File: src/rtl/ascon_pack.sv
// Shared types and constants for the ASCON permutation control path.
package ascon_pack;

  typedef enum logic [1:0] {IDLE, FIRST, RUN, DONE} ctrl_state_t;

  localparam int         NB_ROUNDS_MAX = 12;
  localparam logic [3:0] LAST_ROUND    = 4'd11;

  // Rounds always end at index 11, so a shorter permutation starts later.
  function automatic logic [3:0] first_round(input int rounds);
    return 4'(NB_ROUNDS_MAX - rounds);
  endfunction

endpackage

File: src/rtl/permutation_ctrl_round_counter.sv
// 4-bit loadable up-counter supplying the round index to the datapath.
module round_counter (
  input  logic       clock_i,
  input  logic       reset_i,
  input  logic       load_i,
  input  logic [3:0] load_val_i,
  input  logic       inc_i,
  output logic [3:0] count_o
);

  logic [3:0] count_q, count_d;

  always_comb begin
    // NOTE: default assignment first so every path drives count_d and no latch is inferred.
    count_d = count_q;
    if (load_i)     count_d = load_val_i;
    else if (inc_i) count_d = count_q + 4'd1;
  end

  // NOTE: sequential state uses non-blocking assignments so all flops update together.
  always_ff @(posedge clock_i or posedge reset_i) begin
    if (reset_i) count_q <= '0;
    else         count_q <= count_d;
  end

  assign count_o = count_q;

endmodule

File: src/rtl/permutation_ctrl.sv
// Sequences the single-round ASCON datapath through a pa or pb permutation.
module permutation_ctrl
  import ascon_pack::*;
#(
  parameter int ROUNDS_A = 12,
  parameter int ROUNDS_B = 6
) (
  input  logic       clock_i,
  input  logic       reset_i,
  input  logic       start_i,
  input  logic       mode_i,
  output logic       sel_o,
  output logic       en_o,
  output logic [3:0] round_o,
  output logic       busy_o,
  output logic       ready_o,
  output logic       done_o
);

  ctrl_state_t state_q, state_d;
  logic        sel_q, en_q, busy_q, ready_q, done_q;
  logic        load, inc, last;
  logic [3:0]  count, load_val;

  assign last     = (count == LAST_ROUND);
  assign load_val = mode_i ? first_round(ROUNDS_B) : first_round(ROUNDS_A);

  always_comb begin
    state_d = state_q;
    load    = 1'b0;
    inc     = 1'b0;
    unique case (state_q)
      IDLE, DONE: begin
        if (start_i) begin
          load    = 1'b1;
          state_d = FIRST;
        end else begin
          state_d = IDLE;
        end
      end
      FIRST, RUN: begin
        if (last) begin
          state_d = DONE;
        end else begin
          inc     = 1'b1;
          state_d = RUN;
        end
      end
      default: state_d = IDLE;
    endcase
  end

  // Outputs are registered from the next state so they carry no path from start_i.
  always_ff @(posedge clock_i or posedge reset_i) begin
    if (reset_i) begin
      state_q <= IDLE;
      sel_q   <= 1'b0;
      en_q    <= 1'b0;
      busy_q  <= 1'b0;
      ready_q <= 1'b1;
      done_q  <= 1'b0;
    end else begin
      state_q <= state_d;
      sel_q   <= (state_d == RUN);
      en_q    <= (state_d == FIRST) || (state_d == RUN);
      busy_q  <= (state_d == FIRST) || (state_d == RUN);
      ready_q <= (state_d == IDLE)  || (state_d == DONE);
      done_q  <= (state_d == DONE);
    end
  end

  round_counter u_round_counter (
    .clock_i    (clock_i),
    .reset_i    (reset_i),
    .load_i     (load),
    .load_val_i (load_val),
    .inc_i      (inc),
    .count_o    (count)
  );

  assign sel_o   = sel_q;
  assign en_o    = en_q;
  assign busy_o  = busy_q;
  assign ready_o = ready_q;
  assign done_o  = done_q;
  assign round_o = count;

endmodule

File: config.mk
export PLATFORM = sky130hd
export DESIGN_NAME = permutation_ctrl
export DESIGN_NICKNAME = d
export VERILOG_FILES = /design/src/rtl/ascon_pack.sv /design/src/rtl/permutation_ctrl_round_counter.sv /design/src/rtl/permutation_ctrl.sv
export SDC_FILE = /design/constraint.sdc
export NUM_CORES = 1
export LEC_CHECK = 0
export ABC_AREA = 1
export CAP_MARGIN = 20
export CORE_AREA = 8 8 45 47
export CTS_CLUSTER_SIZE = 16
export DETAILED_ROUTE_END_ITERATION = 7
export DIE_AREA = 0 0 53 55
export PLACE_DENSITY = 0.77
export RECOVER_POWER = 25
export SLEW_MARGIN = 25
export SYNTH_ARGS = -nofsm -noshare
export SYNTH_HDL_FRONTEND = slang
export SYNTH_HIERARCHICAL = 1
export SYNTH_SLANG_ARGS = --single-unit
File: constraint.sdc
create_clock -name clock_i -period 1.1 [get_ports clock_i]
set_input_delay 0.22 -clock clock_i [delete_from_list [all_inputs] [get_ports clock_i]]
set_output_delay 0.22 -clock clock_i [all_outputs]
set_load 0.02 [all_outputs]
==> flow_summary.ini <==
[synth]
syn_area_um2 = 503
yosysTopAreaCell = dfrtp_1
ys_warn_count = 6
synth_top_area_share_pct = 44.8
ys_seq_area_share_pct = 50.0
syn_area_per_cell_um2 = 8.25
post_synth_num_cell_types = 17
yosys-top-cells-area = dfrtp_1, inv_1, nand2_1
syn_inst = 61
synth_seq_cells = 10

[routing]
wl_per_cell_um = 11.7
vias = 491
ant_nets = 0
route.detailed.drc = 0
dr.pass1.iters = 1
dr.first_iter.drc_count = 0
drt_wl_total_mm = 1.28
vias_per_cell = 4.46

[critical_path]
reg2reg_to = u_round_counter/count_o[2]
rrSetupSlack_ns = -0.09
arrival_ns = 1.35
cp.required_ns = 1.26
cp-end-kind = flip-flop
start_kind = flip-flop
r2r_start = state_q[1]
worstSetupPathType = flip-flop to flip-flop
slowest_stage = dfrtp_1
cp_max_fo = 5
cpPeakStageDelay_ns = 0.42
worstRegToRegCells = 8
crit_chain = inv_2, nand2_4, nand3_4, inv_4, buf_6, nand2_1, a21boi_2, o21ai_1

[final_layout]
syn_to_final_growth_pct = 74.6
drive_above_1_share_pct = 59.6
fin_area_um2 = 878
diodes = 0
nets = 100
final_cell_mix = buf_4, nand2_1, inv_1
layout_commonest_cell = buf_4

[timing]
skew_ns = 0.00221
holdWs_ns = 0.298
fmax_mhz = 842
timing.final.max_slew_violations = 0
tns_ns = -0.359
period_minus_slack_ns = 1.19
rsz0062_at_grt = true
hold_violations = 0
period_share_pct = 108
setup_viol = 6
fin_ws_ns = -0.0883

[place]
pre_cts_slack_ns = -0.229
placed_area_um2 = 714
place_hpwl_um = 885
gp_congestion = 0.813
io_buffers = 12

[clock_tree]
clk_pin_slew_ns = 0.06
clockBufferDepth = 2
cts_root_buf = clkbuf_4
insertion_delay_ns = 0.27
htree_levels = 1
holdBufCountCts = 0
cts_tree = yes
cts_buffers = 3
clock-sinks = 10

[grt]
grt_start_max_net_pins = 7
globalRouteTotalUtil_pct = 8.71
grt_pass1_vias = 488
grt_pass1_wl_mm = 1.83
antenna_found_initial = 0
grt_overflow = 0

[power_and_ir_drop]
peakVddDrop_mv = 1.49
powerDensity_nw_per_um2 = 3460
leakagePower_nw = 0.465

[floorplan]
die_w_um = 53
die_area_um2 = 2920
die_h_um = 55
row_count = 14
initial_core_util_pct = 36.3
coreArea_um2 = 1380
pin_count = 13

[flow_run]
maxCapViolCount = 0

[status]
violations = setup timing
run_status = finished, violations left

[hold_path]
hold_path_class = input port to async pin
-- worst max path at each step --
| stage | from | endpoint | slack [ns] | cells after the start |
|---|---|---|---|---|
| after detailed placement | start_i | u_round_counter/count_o[2] | -0.23 | 7 |
| after global placement | start_i | u_round_counter/count_o[2] | -0.23 | 7 |
| final | state_q[1] | u_round_counter/count_o[2] | -0.09 | 8 |
| after CTS | state_q[0] | u_round_counter/count_o[0] | -0.06 | 8 |
| after global routing | u_round_counter/count_o[0] | u_round_counter/count_o[0] | -0.15 | 9 |
| after floorplan | u_round_counter/count_o[0] | u_round_counter/count_o[0] | -0.05 | 9 |
-- critical path: cells and delay by family (launching register included) --
kind	cells	cell delay, ns
simple gates	3	0.21
compound gates	2	0.19
flops	1	0.42
buf+inv	3	0.25
-- report_power, final --
group | switching [mW] | internal [mW] | total (mW)
logic | 1.02 | 0.972 | 2.00
clock network | 0.129 | 0.201 | 0.330
registers | 0.150 | 0.567 | 0.716
-- synth_stat cells --
cell type	n
nand3_1	4
nand2_4	1
xnor2_1	1
nand3b_1	1
ha_1	1
o21ai_1	2
nand2_1	13
a21boi_0	2
buf_4	1
nor2_1	4
nand4_1	1
dfstp_2	1
dfrtp_1	9
conb_1	1
a22oi_1	1
nand2_2	4
inv_1	14
-- registers in the layout, summed over array words and instances (netlist names) --
register / flops
state_q: 2
sel_o: 1
busy_o: 1
ready_o: 1
u_round_counter/count_o: 4
done_o: 1
-- cells by family after synthesis --
family	after synthesis	synth area share, %
compound gates	5	6.47
xor+xnor	1	1.74
fa+ha+maj	1	2.49
buf+inv	15	11.9
flops	10	50.0
other cells	1	0.746
simple gates	28	26.6
-- metal layers --
layer / GRT usage [%] / part of all wire [%] / vias to the layer above
li1: - / - / 248
met1: 8.24 / 35 / 225
met2: 15.0 / 54 / 15
met3: 3.48 / 7.9 / 3
met4: 6.47 / 2.2 / 0
met5: 0 / 0 / -
-- layout make-up --
type / count / area (µm²)
multi-input combinational: 37 / 270
inverter: 14 / 60.1
sequential: 10 / 256
timing repair buffer: 29 / 235
clock buffer: 4 / 36.3
fill: 129 / 505
tap: 16 / 20.0
-- stage by stage --
stage          std cells  total power, mW  utilization [%]
2_1_floorplan         62             1.50                -
3_3_place_gp          98             2.15             51.6
3_5_place_dp          98             2.18             51.6
4_1_cts              104             2.58             55.4
5_1_grt              110             3.27             63.5
6_report             110             3.04             63.5
-- what timing repair did --
action,in CTS,in global routing
setup endpoints to repair,13,9
setup buffers,2,6
pin swaps,4,8
gates resized for setup,48,20
Power figures use the tool's default switching activity.
==> RTL edit: new RTL, config.mk and constraints unchanged <==
The 4 states of `ctrl_state_t` get a one-hot encoding in 4 bits.
--- a/src/rtl/ascon_pack.sv
+++ b/src/rtl/ascon_pack.sv
@@ -1,7 +1,7 @@
 // Shared types and constants for the ASCON permutation control path.
 package ascon_pack;
 
-  typedef enum logic [1:0] {IDLE, FIRST, RUN, DONE} ctrl_state_t;
+  typedef enum logic [3:0] {IDLE = 4'b0001, FIRST = 4'b0010, RUN = 4'b0100, DONE = 4'b1000} ctrl_state_t;
 
   localparam int         NB_ROUNDS_MAX = 12;
   localparam logic [3:0] LAST_ROUND    = 4'd11;
Function: same outputs for any inputs over 10 cycles, from zero or initial values and one cycle with reset_i high; not proved beyond that.
==> RTL edit against the unedited design <==
  * Wire length up 14%
  * Final cell count up 6.4%
  * Highest routed layer unchanged
  * Total power down 15%
  * Sequential power up 7.4%
  * Sequential cell count up 2
  * Worst setup slack worse by 0.11 ns
  * Utilization up 0.54 points
  * Cell area up 0.85%
  * First-iteration DRC count up 17
  * Worst hold slack worse by 0.0012 ns
  * The flow still finishes with violations (setup timing)
  * Largest cell class is now sequential cells
  * Synthesized area up 18%
  * Non-clock buffer count down 2
==> RTL edit: results <==
{
  "status": "complete, but fails checks",
  "failing_checks": "setup timing",
  "placed_cell_area_um2": 825,
  "insertion_delay_ns": 0.27,
  "setup-tns-final_ns": -1.24,
  "synth.area.top_cells": "sky130_fd_sc_hd__dfrtp_1 42%, sky130_fd_sc_hd__dfstp_2 8.9%, sky130_fd_sc_hd__nand2_1 8.9%",
  "clock_root_buffer": "sky130_fd_sc_hd__clkbuf_4",
  "io_buf_count": 12,
  "routed_via_density": 4.72,
  "r2r-end": "u_round_counter/count_o[3]",
  "routed_wire_length_per_instance_um": 12.4,
  "dp_hpwl_um": 1170,
  "whs_ns": 0.296,
  "hold_path_class": "input port to asynchronous set/reset pin",
  "pin_count_of_the_biggest_net_entering_global_routing": 9,
  "grt_pass1_vias": 558,
  "final_setup_violation_count": 8,
  "layout-drive-gt1-share": 0.495,
  "synth.cells.most_frequent": "14 x sky130_fd_sc_hd__nand2_1, 11 x sky130_fd_sc_hd__inv_1, 10 x sky130_fd_sc_hd__dfrtp_1",
  "dp_cells": 110,
  "synth_edf_count": 0,
  "synth.lib_cells_used.distinct": 20,
  "grt_pass1_wl_um": 2280,
  "netlist_instances": 70,
  "sequential_area_share_after_synthesis": 0.512,
  "antenna_found_initial": 0,
  "drt_pre_antenna_iters": 4,
  "r2r_cells": 7,
  "critical_path.slowest_cell": "sky130_fd_sc_hd__dfstp_2",
  "cp_max_fo": 6,
  "skew_ns": 0.00355,
  "cts-htree-levels": 1,
  "synth.yosys.warnings": 6,
  "postLayoutSetupSlackWorst_ns": -0.201,
  "setup_slack_placement_ns": -0.260,
  "grt_usage": 0.109,
  "final_cells": 117,
  "regToRegStartpoint": "state_q[0]",
  "leakage_power_total_nw": 0.450,
  "initialDrtViolationCount": 17,
  "synth_async_sr_flop_share": 1.00,
  "power.ir.vdd_worst_mv": 1.36,
  "fill_count": 120,
  "setup.reg_to_reg.worst_slack_ns": -0.20,
  "worst_path_largest_cell_delay_ns": 0.56,
  "replace_congestion": 0.782,
  "yosys_most_used_dff": "sky130_fd_sc_hd__dfrtp_1"
}
-- RTL edit: cell types whose count changed in the layout (fill, tap and decap cells not counted), moves of 2 or more --
cell	before	now
sky130_fd_sc_hd__nand2_1	11	13
sky130_fd_sc_hd__nor2_2	1	5
sky130_fd_sc_hd__buf_6	6	3
sky130_fd_sc_hd__buf_2	5	7
sky130_fd_sc_hd__nand2_4	4	1
sky130_fd_sc_hd__nor2_1	1	4
sky130_fd_sc_hd__dfrtp_1	5	7
sky130_fd_sc_hd__nor2_4	2	4
sky130_fd_sc_hd__inv_4	3	0
sky130_fd_sc_hd__nand3_1	2	4
-- RTL edit: cells by family (layout without fill, tap and decap cells) --
| group | Yosys count | after routing | share of synthesized area |
|---|---|---|---|
| and+or+nand+nor | 36 | 36 | 0.290 |
| adders and majority gates | 1 | 1 | 0.0211 |
| AOI/OAI and AO/OA | 6 | 6 | 0.0677 |
| DFF | 12 | 12 | 0.512 |
| buffers and inverters | 13 | 43 | 0.0888 |
| other | 1 | 2 | 0.00634 |
| xor gates and xnor gates | 1 | 1 | 0.0148 |
-- RTL edit: power by group --
part	switching, mW	internal [mW]
Sequential	0.130	0.639
Clock	0.133	0.140
Combinational	0.839	0.709
-- RTL edit: layout make-up --
type	instances	area, µm²	share of cell area
sequential	12	307	0.346
multi-input combinational	46	284	0.321
timing repair buffer	27	204	0.230
inverter	12	45.0	0.0508
clock buffer	4	26.3	0.0297
tap	16	20.0	0.0226
-- RTL edit: routing by layer --
metal	global-route usage	up-vias	part of all wire
met4	0.0603	0	0.011
li1	-	278	-
met1	0.0909	252	0.39
met2	0.219	20	0.54
met3	0.0348	2	0.057
met5	0	-	0
-- RTL edit: repair_timing --
action,in CTS,in global routing
endpoints found under the hold margin,0,0
pin swaps,3,5
endpoints found under the setup margin,16,13
gates cloned,0,0
setup buffers,3,3
gates resized for setup,45,10
-- RTL edit: worst max-delay path: cells and delay by family (launching register included) --
kind / cells / cell delay [ns]
flip-flops: 1 / 0.56
AND/OR/NAND/NOR: 5 / 0.44
AO/OA/AOI/OAI: 1 / 0.15
buffers and inverters: 1 / 0.04
-- RTL edit: how the worst max path moves through the flow --
stage                           from                          to  depth (start not counted)
after floorplan           state_q[0]  u_round_counter/count_o[3]                          7
after global placement       start_i  u_round_counter/count_o[3]                          6
after detailed placement     start_i  u_round_counter/count_o[3]                          6
after CTS                 state_q[0]  u_round_counter/count_o[3]                          7
after global routing      state_q[0]  u_round_counter/count_o[3]                          7
final                     state_q[0]  u_round_counter/count_o[3]                          7
